File: config.mk
export PLATFORM = sky130hd
export DESIGN_NAME = wifi_tx_fifo_write_ctrl_flat
export DESIGN_NICKNAME = d
export VERILOG_FILES = /design/src/rtl/wifi_tx_fifo_write_ctrl_if.sv /design/src/rtl/wifi_tx_fifo_write_ctrl.sv /design/src/flat_wrapper.sv
export SDC_FILE = /design/constraint.sdc
export NUM_CORES = 1
export LEC_CHECK = 0
export CORE_MARGIN = 5
export CORE_UTILIZATION = 40
export CTS_BUF_LIST = sky130_fd_sc_hd__clkbuf_16
export DETAILED_ROUTE_END_ITERATION = 6
export PLACE_DENSITY_LB_ADDON = 0.08
export SETUP_SLACK_MARGIN = 0.3
export SLEW_MARGIN = 20
export SYNTH_ARGS = -nofsm -noshare
export SYNTH_HDL_FRONTEND = slang
export SYNTH_SLANG_ARGS = --single-unit
File: constraint.sdc
create_clock -name W_CLK -period 3.9 [get_ports W_CLK]
set_input_delay 0.39 -clock W_CLK [delete_from_list [all_inputs] [get_ports W_CLK]]
set_output_delay 0.39 -clock W_CLK [all_outputs]
set_load 0.02 [all_outputs]
File: src/rtl/wifi_tx_fifo_write_ctrl_if.sv
// rtl/wifi_tx_fifo_write_ctrl_if.sv - TX FIFO write controller source/FIFO/status bundle
interface wifi_tx_fifo_write_ctrl_if #(
    parameter int DATA_WIDTH = 32,
    parameter int SIZE_WIDTH = 32
);
    logic                    start;
    logic                    abort;
    logic [SIZE_WIDTH-1:0]   data_size;
    logic                    src_valid;
    logic [DATA_WIDTH-1:0]   src_data;
    logic                    src_ready;
    logic                    W_Full;
    logic                    W_inc;
    logic [DATA_WIDTH-1:0]   W_Data;
    logic                    busy;
    logic                    tx_irq;
    logic                    stall_err;
    logic [SIZE_WIDTH-6:0]   words_written;

    // register/DMA side plus FIFO full flag
    modport master (
        output start, abort, data_size, src_valid, src_data, W_Full,
        input  src_ready, W_inc, W_Data, busy, tx_irq, stall_err, words_written
    );

    // write controller side
    modport slave (
        input  start, abort, data_size, src_valid, src_data, W_Full,
        output src_ready, W_inc, W_Data, busy, tx_irq, stall_err, words_written
    );
endinterface

File: src/rtl/wifi_tx_fifo_write_ctrl.sv
// rtl/wifi_tx_fifo_write_ctrl.sv - sequences one TX frame into the async TX FIFO write port
module wifi_tx_fifo_write_ctrl #(
    parameter int DATA_WIDTH  = 32,
    parameter int SIZE_WIDTH  = 32,
    parameter int STALL_LIMIT = 1024,
    parameter int STALL_CNT_W = 11
) (
    input  logic                        W_CLK,
    input  logic                        W_rst_n,
    wifi_tx_fifo_write_ctrl_if.slave    bus
);
    // one extra bit over words_written so an all-ones bit length rounds up without wrapping
    localparam int WCNT_W = SIZE_WIDTH - 4;

    typedef enum logic [1:0] {IDLE, WRITE, DONE, ERR} state_t;

    state_t                  state_q, state_d;
    logic [WCNT_W-1:0]       words_total_q, words_total_d;
    logic [SIZE_WIDTH-6:0]   words_written_q, words_written_d;
    logic [STALL_CNT_W-1:0]  stall_cnt_q, stall_cnt_d;
    logic                    tx_irq_q, tx_irq_d;
    logic                    stall_err_q, stall_err_d;
    logic                    busy_q, busy_d;

    logic [SIZE_WIDTH:0]     size_round;
    logic [WCNT_W-1:0]       words_req;
    logic                    in_write;
    logic                    ready;
    logic                    fire;
    logic                    stalled;
    logic                    last_word;
    logic [DATA_WIDTH-1:0]   w_data;

    assign size_round = {1'b0, bus.data_size} + (SIZE_WIDTH+1)'(31);
    assign words_req  = WCNT_W'(size_round >> 5);

    // abort wins over both the write and the stall accounting
    assign in_write  = (state_q == WRITE);
    assign ready     = in_write && !bus.W_Full && !bus.abort;
    assign fire      = ready && bus.src_valid;
    assign stalled   = in_write && bus.src_valid && bus.W_Full && !bus.abort;
    assign last_word = ({1'b0, words_written_q} == (words_total_q - 1'b1));
    assign w_data    = in_write ? bus.src_data : '0;

    assign bus.src_ready     = ready;
    assign bus.W_inc         = fire;
    assign bus.W_Data        = w_data;
    assign bus.busy          = busy_q;
    assign bus.tx_irq        = tx_irq_q;
    assign bus.stall_err     = stall_err_q;
    assign bus.words_written = words_written_q;

    // next-state, word/stall counters and the registered status pulses
    always_comb begin
        state_d         = state_q;
        words_total_d   = words_total_q;
        words_written_d = words_written_q;
        stall_cnt_d     = stall_cnt_q;
        case (state_q)
            IDLE: begin
                if (bus.start) begin
                    words_total_d   = words_req;
                    words_written_d = '0;
                    stall_cnt_d     = '0;
                    state_d         = (words_req == '0) ? DONE : WRITE;
                end
            end
            WRITE: begin
                if (bus.abort) begin
                    state_d = IDLE;
                end else if (fire) begin
                    words_written_d = words_written_q + 1'b1;
                    stall_cnt_d     = '0;
                    if (last_word) begin
                        state_d = DONE;
                    end
                end else if (stalled) begin
                    stall_cnt_d = stall_cnt_q + 1'b1;
                    if (stall_cnt_d == STALL_CNT_W'(STALL_LIMIT)) begin
                        state_d = ERR;
                    end
                end
            end
            DONE:    state_d = IDLE;
            ERR:     state_d = IDLE;
            default: state_d = IDLE;
        endcase
        tx_irq_d    = (state_d == DONE);
        stall_err_d = (state_d == ERR);
        busy_d      = (state_d != IDLE);
    end

    // state and counter registers; reset discards any frame in flight
    always_ff @(posedge W_CLK or negedge W_rst_n) begin
        if (!W_rst_n) begin
            state_q         <= IDLE;
            words_total_q   <= '0;
            words_written_q <= '0;
            stall_cnt_q     <= '0;
            tx_irq_q        <= 1'b0;
            stall_err_q     <= 1'b0;
            busy_q          <= 1'b0;
        end else begin
            state_q         <= state_d;
            words_total_q   <= words_total_d;
            words_written_q <= words_written_d;
            stall_cnt_q     <= stall_cnt_d;
            tx_irq_q        <= tx_irq_d;
            stall_err_q     <= stall_err_d;
            busy_q          <= busy_d;
        end
    end
endmodule
File: src/flat_wrapper.sv
// flat-port wrapper written by rule: the top's interface ports become plain ports
module wifi_tx_fifo_write_ctrl_flat 
#(
    parameter int DATA_WIDTH  = 32,
    parameter int SIZE_WIDTH  = 32,
    parameter int STALL_LIMIT = 1024,
    parameter int STALL_CNT_W = 11
)
  (W_CLK, W_rst_n, bus_start, bus_abort, bus_data_size, bus_src_valid, bus_src_data, bus_W_Full, bus_src_ready, bus_W_inc, bus_W_Data, bus_busy, bus_tx_irq, bus_stall_err, bus_words_written);
  wifi_tx_fifo_write_ctrl_if #(.DATA_WIDTH(DATA_WIDTH), .SIZE_WIDTH(SIZE_WIDTH)) bus_i ();
  input  logic W_CLK;
  input  logic W_rst_n;
  input wire logic [$bits(bus_i.start)-1:0] bus_start;
  input wire logic [$bits(bus_i.abort)-1:0] bus_abort;
  input wire logic [$bits(bus_i.data_size)-1:0] bus_data_size;
  input wire logic [$bits(bus_i.src_valid)-1:0] bus_src_valid;
  input wire logic [$bits(bus_i.src_data)-1:0] bus_src_data;
  input wire logic [$bits(bus_i.W_Full)-1:0] bus_W_Full;
  output wire logic [$bits(bus_i.src_ready)-1:0] bus_src_ready;
  output wire logic [$bits(bus_i.W_inc)-1:0] bus_W_inc;
  output wire logic [$bits(bus_i.W_Data)-1:0] bus_W_Data;
  output wire logic [$bits(bus_i.busy)-1:0] bus_busy;
  output wire logic [$bits(bus_i.tx_irq)-1:0] bus_tx_irq;
  output wire logic [$bits(bus_i.stall_err)-1:0] bus_stall_err;
  output wire logic [$bits(bus_i.words_written)-1:0] bus_words_written;
  assign bus_i.start = bus_start;
  assign bus_i.abort = bus_abort;
  assign bus_i.data_size = bus_data_size;
  assign bus_i.src_valid = bus_src_valid;
  assign bus_i.src_data = bus_src_data;
  assign bus_i.W_Full = bus_W_Full;
  assign bus_src_ready = bus_i.src_ready;
  assign bus_W_inc = bus_i.W_inc;
  assign bus_W_Data = bus_i.W_Data;
  assign bus_busy = bus_i.busy;
  assign bus_tx_irq = bus_i.tx_irq;
  assign bus_stall_err = bus_i.stall_err;
  assign bus_words_written = bus_i.words_written;
  wifi_tx_fifo_write_ctrl #(.DATA_WIDTH(DATA_WIDTH), .SIZE_WIDTH(SIZE_WIDTH), .STALL_LIMIT(STALL_LIMIT), .STALL_CNT_W(STALL_CNT_W)) u_core (.W_CLK(W_CLK), .W_rst_n(W_rst_n), .bus(bus_i));
endmodule
==> results of run 1 <==
## worst paths after layout
path	from	to	slack, ns	cells past startpoint
setup / recovery	u_core.words_total_q[0]	u_core.bus.tx_irq	0.72	9
hold / removal	W_rst_n	u_core.bus.words_written[7]	0.14	1
setup reg to reg	u_core.words_total_q[0]	u_core.bus.tx_irq	0.72	9
hold reg to reg	u_core.stall_cnt_q[10]	u_core.stall_cnt_q[10]	0.50	1
max in group asynchronous	W_rst_n	u_core.state_q[1]	2.82	2
min in group W_CLK	u_core.stall_cnt_q[10]	u_core.stall_cnt_q[10]	0.50	1
## state kept, by name (all words and copies together) (netlist names)
register and count:
u_core.words_total_q 28, u_core.bus.words_written 27, u_core.stall_cnt_q 11, u_core.state_q 2, u_core.bus.busy 1, u_core.bus.stall_err 1, u_core.bus.tx_irq 1
## synth_stat cells (4+ instances only)
cell                        count
sky130_fd_sc_hd__and3_1         7
sky130_fd_sc_hd__nand4_1       24
sky130_fd_sc_hd__nand2_1       72
sky130_fd_sc_hd__nor3_1        18
sky130_fd_sc_hd__nand3_1       32
sky130_fd_sc_hd__a21oi_1       11
sky130_fd_sc_hd__inv_1         11
sky130_fd_sc_hd__dfrtp_1       71
sky130_fd_sc_hd__mux2i_1        7
sky130_fd_sc_hd__and4_1        11
sky130_fd_sc_hd__a2111oi_0      4
sky130_fd_sc_hd__nor4_1        17
sky130_fd_sc_hd__o2111ai_1      4
sky130_fd_sc_hd__nand2b_1       5
sky130_fd_sc_hd__or3_1          7
sky130_fd_sc_hd__nor4b_1        4
sky130_fd_sc_hd__or2_2          4
sky130_fd_sc_hd__xor2_1        50
sky130_fd_sc_hd__xnor2_1       40
sky130_fd_sc_hd__o21ai_0       49
sky130_fd_sc_hd__clkbuf_1      30
sky130_fd_sc_hd__or4_1          5
sky130_fd_sc_hd__and2_1        37
sky130_fd_sc_hd__nor2_1        50
sky130_fd_sc_hd__a31oi_1        4
## layer usage
layer,vias to the layer above,wire length [um],global-route usage (%)
met4,0,173,5.16
met1,2314,6780,25.5
li1,2500,-,-
met5,-,0,0
met3,14,1030,5.40
met2,154,6990,31.7
## power by group through the flow
stage	registers [mW]	clock network [mW]	logic, mW
2_1_floorplan	0.900	0	0.470
3_3_place_gp	0.945	0	0.707
3_5_place_dp	0.950	0	0.712
4_1_cts	0.937	0.708	0.716
5_1_grt	0.957	0.744	0.784
6_report	0.940	0.690	0.708
## cells by family (layout without fill, tap and decap cells)
logic type                 count (synthesis)  in the layout  synth area share (%)
AOI/OAI and AO/OA                        106            106                  13.4
buffers and inverters                     47            164                  3.89
xor gates and xnor gates                  90             90                  15.1
muxes                                      7              7                  1.34
adders and majority gates                  3              3                 0.717
DFF                                       71             71                  33.9
and+or+nand+nor                          311            311                  31.7
## critical path: cells and delay by family (launching register included)
family	cells	cell delay [ns]
flops	1	0.45
compound gates	3	0.54
fa+ha+maj	1	0.24
buf+inv	1	0.09
simple gates	4	1.78
## layout make-up
cell class | count | area share, %
clock buffer | 9 | 3.26
clock inverter | 4 | 0.235
inverter | 11 | 0.598
multi-input combinational | 517 | 47.1
sequential | 71 | 25.7
tap | 172 | 3.11
timing repair buffer | 140 | 20.0
==> summary by stage, run 1 <==
Power
The power density of the placed cells is 339 nW/um^2. The total power consumption of the routed design is 2.34 mW. Of the total power, combinational logic draws 30.3%. The analysis attributes to cell leakage a power of 2.69 nW.

The internal portion of the total power is 1.56 mW. For this design the total switching power over the nets is 0.776 mW. Per report_power, the sequential group accounts for 40.2% of the total. The switching power share of the total is 33.2%. The maximum resistive drop on vdd is 192 uV. The power share of the clock group is 29.5%.

Drt
The average via count per standard cell is 5.39. After detailed routing, the total wire length is 15.0 mm. The count of nets left with antenna violations once routing finished came out at 0. Detailed routing inserted a total of 4,982 vias. The count of TritonRoute iterations in the first routing pass is 4. The detailed router finished its first iteration with 332 violations. In the final routed layout, each cell accounts on average for 16.2 um. The remaining design rule violation count is 0.

Floorplanning
After floorplanning, the core was sized to cover 12,700 sq um. Row generation in the floorplan step produced 41 rows. The floorplan step set the die height to 124 um. For this configuration, the core starts out at a cell density of 41.2%.

The die area is 15,500 sq um. The die width is 124 um. The I/O pin count is 134.

Place
At the placement stage, the worst setup path has a slack of 0.628 ns. Counting tap cells, the placed design contains a total of 911 instances. The placer's final routability congestion estimate is 0.860. The placed instances occupy a cell area of 6670 sq um.

Input and output buffers added on the ports amount to 133. The placed wire-length estimate is 12.2 mm.

Synth
The share of the yosys chip area belonging to registers is 33.9%. The cell type contributing the most total cell area after synthesis is sky130_fd_sc_hd__dfrtp_1. Counting every net in the synthesized netlist gives 708. The fraction of synthesized cell area taken by the top area cell type is 33.9%. The count of state elements after synthesis is 71.

The netlist area before placement is 5240 sq um. The most frequently used flop master after synthesis is sky130_fd_sc_hd__dfrtp_1. The post-synthesis area per instance is 8.25 sq um. In this run, synthesis inferred 0 flip-flops with an integrated enable. The number of distinct library cells after synthesis is 63. Of all flip-flops after synthesis, the portion carrying an async set or reset was 100%. Yosys printed 0 warnings.

In the post-synthesis netlist, the biggest area contributors are sky130_fd_sc_hd__dfrtp_1 (34%), sky130_fd_sc_hd__xor2_1 (8.4%), sky130_fd_sc_hd__xnor2_1 (6.7%). In the synthesized netlist, the number of instances is 635.

GRT
For this run, the total global-route usage over all layers was measured as 19.5%. The via count of the first global-routing pass is 4,922. Summed over all layers, the global routing overflow is 0. The first global-routing pass estimated 25.1 mm of wire. Entering global routing, the biggest net connects 37 pins.

The number of antenna violations at the first check in global routing is 0.

Setup path
The worst-path cell with the longest stage delay is sky130_fd_sc_hd__or4b_4. The setup path with the least slack is of type reg2reg. The required time of the worst setup path is 4.17 ns. On the worst path, the slowest cell contributes a delay of 0.54 ns. The maximum net fanout on the critical path is 8. Data arrives at the worst endpoint at 3.44 ns. The type of element launching the critical path is a flop. Walking the worst path, the cells encountered are inv_1, ha_1, or4b_4, or3_4, o31ai_4, o211ai_1, or4_1, nor4_2, o211a_1. The worst setup path is captured at a flop.

Layout
The non-filler instance count after layout is 924. Relative to the synthesized area, the layout overhead comes to 31.9%. The number of inserted filler cells in the final layout is 1,209. The most common cell after layout, fill and taps aside is sky130_fd_sc_hd__clkdlybuf4s50_1. The total area of multi-input combinational cells is 3260 sq um. The final layout contains 823 nets. The final core utilization is 54.3%.

In the layout the commonest cells are sky130_fd_sc_hd__clkdlybuf4s50_1 (132), sky130_fd_sc_hd__nand2_1 (72), sky130_fd_sc_hd__dfrtp_1 (71), sky130_fd_sc_hd__nor2_1 (50), sky130_fd_sc_hd__xor2_1 (50). The final instance area is 6910 sq um. The register area is 1780 sq um. The number of inserted diodes is 0. In the final layout, the share of cells above drive strength 1 is 4.12%.

Timing
The worst path meets setup with 0.724 ns of slack. The final-layout worst hold slack is 0.135 ns. The slew at the pin closest to its max-slew limit is 0.899 ns. In the final timing run, aggregate negative setup slack is 0 ns. Clock skew on the completed layout was measured at 0.00377 ns.

The number of hold violations in the final report is 0. Setup repair after global routing left no endpoint under its margin. The fraction of the cycle the final worst path needs is 81.4%. The max-slew violation count is 0. Based on the critical path, the design can be clocked at up to 315 MHz. The relative slew slack is 38.5%. The final setup violation count is 0. The clock period could shrink to 3.18 ns.

Hold path
The class of the most critical hold timing path is in2async.

CTS
TritonCTS created 9 clock buffers. The tree built by TritonCTS fans out to 71 sinks. The tree is rooted in a sky130_fd_sc_hd__clkbuf_16. Once the clock tree was built, the setup fixing pass inserted 0 buffers. After clock tree synthesis, the repair step resized 0 gates. The clock tree from TritonCTS is done. Buffers inserted to repair hold after CTS numbered 0. The clock-pin slew on the worst setup and hold paths is 0.05 ns. The buffer levels on the longest clock path is 2.

At the later pin of the worst-skew pair, clock insertion delay measures 0.33 ns. In this run the number of H-tree levels came out at 3.

Job
Across the run, the number of max-cap violations was 0.

Outcome
The flow ran to the end, and the final reports show no timing, DRC or antenna violations.
Note: power is estimated with default switching activity, not from simulation.
==> run 2: changes to the inputs <==
clock period = 2.7 ns   (was 3.9 ns; I/O delays follow)
==> run 2 against run 1 <==
The flow now finishes with violations (hold timing, setup timing). Sequential cell count stayed put. Worst setup slack worse by 0.75 ns. Register-to-register slack worse by 0.75 ns. Die area stayed put. Power is 74% higher. Critical endpoint unchanged. Largest cell class unchanged. Largest power group is now combinational logic.
==> summary by stage, run 2 (synthesis gave the netlist of run 1 again) <==
Layout
Leaving out fill and tap cells, the most frequent cell in the layout is sky130_fd_sc_hd__clkdlybuf4s50_1. The final instance area is 7840 sq um. The number of nets in the layout is 895.

The number of inserted diodes is 0. The fraction of final layout cells with drive strength greater than 1 is 16.8%. The area growth from synthesis to layout is 49.7%.

The register ranked first by flip-flop count is u_core.words_total_q. The number of flip-flops under the largest register name is 28. Leaving out fill and tap cells, the most frequent cells in the layout are sky130_fd_sc_hd__clkdlybuf4s50_1 (129), sky130_fd_sc_hd__buf_4 (74), sky130_fd_sc_hd__nand2_1 (72), sky130_fd_sc_hd__dfrtp_1 (67), sky130_fd_sc_hd__xor2_1 (50).

The number of inserted filler cells in the final layout is 1,145.

CTS
The clock-pin slew on the worst setup and hold paths is 0.06 ns. TritonCTS built the clock tree. CTS built an H-tree with a depth of 3. The clock network latency to the later pin of the worst-skew pair is 0.34 ns.

The clock net in this run drives a total of 71 sinks. The clock passes through at most 2 buffers. In this run the clock root is driven by a sky130_fd_sc_hd__clkbuf_16. TritonCTS created 9 clock buffers.

Power
For this design the static power due to leakage is 3.18 nW. The power density of the placed cells is 520 nW/um^2. The power share of the clock group is 33.3%. The share of total power dissipated in combinational logic is 34.5%. The analysis attributes to net switching a power of 1.31 mW. In this run switching power makes up 32.1% of total power.

The maximum resistive drop on vdd is 330 uV. Of the total power, registers draw 32.1%. The internal power is 2.77 mW.

Timing
The final setup violation count is 2. The worst path setup slack after routing is -0.0244 ns. The final-layout worst hold slack is -0.00615 ns. The fraction of the cycle the final worst path needs is 101%. The max-slew violation count is 0. The number of hold violations in the final report was 6. Derived from the worst setup path, the maximum achievable clock frequency is 367 MHz.

For the pin with the worst max-slew slack, the measured transition is 0.733 ns. Setup repair after global routing could not meet its margin everywhere. The worst pin sits at a relative slew slack of 51.1%. The worst path in the final design needs a cycle of 2.72 ns, including I/O delays and setup. The clock tree skew after final layout is 0.00989 ns. Adding up every negative setup slack in the final design gives -0.0299 ns.

Setup path
Data arrives at the worst endpoint at 3.00 ns. The termination of the worst setup path is u_core.bus.tx_irq. STA classifies the critical path endpoint as a flop.

Tracing the worst setup path back leads to its startpoint at u_core.words_total_q[0]. The worst register-to-register path ends at u_core.bus.tx_irq. The worst register-to-register path has a setup slack of -0.02 ns. The maximum net fanout on the critical path is 4.

The worst register-to-register path has a depth of 9. The startpoint identified for the worst register-to-register timing path is u_core.words_total_q[0]. The start-to-end type of the worst setup path is reg2reg. The type of element launching the critical path is a flop.

The required time of the worst setup path is 2.98 ns.

Floorplanning
The core box area is 12,700 sq um. The I/O pin count is 134. In this run the horizontal extent of the chip is 124 um.

The die covers 15,500 sq um. Measured along the y axis, the die boundary spans 124 um. Row generation in the floorplan step produced 41 rows. Once the floorplan was initialized, standard cells occupied 41.2% of the core.

Outcome
The checks that failed: hold timing, setup timing. The flow ran to the end, but the final reports show violations.

GRT
The via count of the first global-routing pass is 5,420. Global routing used 20.8% of the available tracks. The number of antenna violations at the first check in global routing is 0. The first global-routing pass estimated 26.8 mm of wire. The largest net degree at the start of global routing is 52. Summed over all layers, the global routing overflow is 0.

Drt
The first detailed-routing pass ran for 5 iterations. For this run, design rule violations remaining after detail routing come to 0. The final routed wirelength across all metal layers is 16.2 mm.

After detailed routing, the number of vias per cell comes to 5.33. The average wire per cell in the routed design is 16.2 um. The antenna violation net count after detailed routing is 0. Detailed routing inserted a total of 5,327 vias. The violation count after the first detailed-route iteration is 399.

Hold path
The path class of the tightest hold or removal check is in2async.

Place
The count of buffers added on input and output ports is 133. Timing analysis after detailed placement gives a worst setup slack of -0.237 ns. The placer's final routability congestion estimate is 0.963. The placed wire-length estimate is 13.0 mm. After detailed placement, the total cell area comes to 7220 sq um.

Job
Max-cap violations in this run came to 0.
==> run 2: cell types whose count changed in the layout (fill, tap and decap cells not counted), moves of 4 or more <==
cell	previous run	this run
sky130_fd_sc_hd__a2111oi_0	4	0
sky130_fd_sc_hd__dfrtp_2	0	4
sky130_fd_sc_hd__nor4_1	17	13
sky130_fd_sc_hd__buf_4	7	74
sky130_fd_sc_hd__or4_4	0	4
sky130_fd_sc_hd__dfrtp_1	71	67
==> run 2: final cells by class <==
class                   instances  area (sq um)  area share [%]
clock buffers                   9           225            2.87
clock inverters                 7           111            1.42
inverters                      11          43.8           0.558
multi-input cells             517          3510            44.7
flip-flops and latches         71          1780            22.7
well taps                     172           215            2.74
repair buffers                212          1960            24.9
==> run 2: worst min-delay path by stage <==
stage / start / endpoint / cells after the start
6_report: W_rst_n / u_core.bus.words_written[6] / 1
5_1_grt: W_rst_n / u_core.bus.words_written[5] / 1
4_1_cts: W_rst_n / u_core.bus.words_written[5] / 1
3_5_place_dp: W_rst_n / u_core.bus.words_written[5] / 1
3_3_place_gp: W_rst_n / u_core.bus.words_written[7] / 1
2_1_floorplan: W_rst_n / u_core.bus.busy / 0
==> run 2: power by group through the flow <==
stage / combinational (mW) / sequential [mW] / clock (mW)
after floorplan: 0.700 / 1.30 / 0
after CTS: 1.36 / 1.30 / 1.37
after global routing: 1.55 / 1.33 / 1.43
final: 1.41 / 1.31 / 1.36
after detailed placement: 1.28 / 1.32 / 0
after global placement: 1.27 / 1.31 / 0
==> run 2: repair_timing <==
| item | in CTS | in global routing |
|---|---|---|
| pin swaps | 12 | 10 |
| hold buffers | 0 | 0 |
| gates resized for setup | 27 | 23 |
| setup endpoints to repair | 11 | 33 |
| setup buffers | 3 | 2 |
==> run 2: critical path, cell delays in order, from the launching register on <==
cell and delay (ns):
sky130_fd_sc_hd__dfrtp_1 0.40, sky130_fd_sc_hd__inv_4 0.07, sky130_fd_sc_hd__ha_4 0.11, sky130_fd_sc_hd__or4b_4 0.50, sky130_fd_sc_hd__or3_4 0.39, sky130_fd_sc_hd__o31ai_4 0.19
sky130_fd_sc_hd__o211ai_1 0.12, sky130_fd_sc_hd__or4_4 0.44, sky130_fd_sc_hd__nor4_4 0.27, sky130_fd_sc_hd__o211a_1 0.17
==> run 2: through the flow <==
| step | power [mW] | std cells | util, % |
|---|---|---|---|
| after global routing | 4.30 | 999 | 61.6 |
| after floorplan | 2.00 | 635 | - |
| after detailed placement | 2.60 | 978 | 56.8 |
| final | 4.08 | 999 | 61.6 |
| after global placement | 2.58 | 978 | 56.8 |
| after CTS | 4.03 | 997 | 60.6 |
==> run 2: layer usage <==
metal / global-route usage [%] / wire, um / vias up
li1: - / - / 2652
met1: 27.3 / 7390 / 2497
met2: 33.5 / 7470 / 155
met3: 4.12 / 920 / 23
met4: 8.51 / 424 / 0
met5: 0 / 0 / -
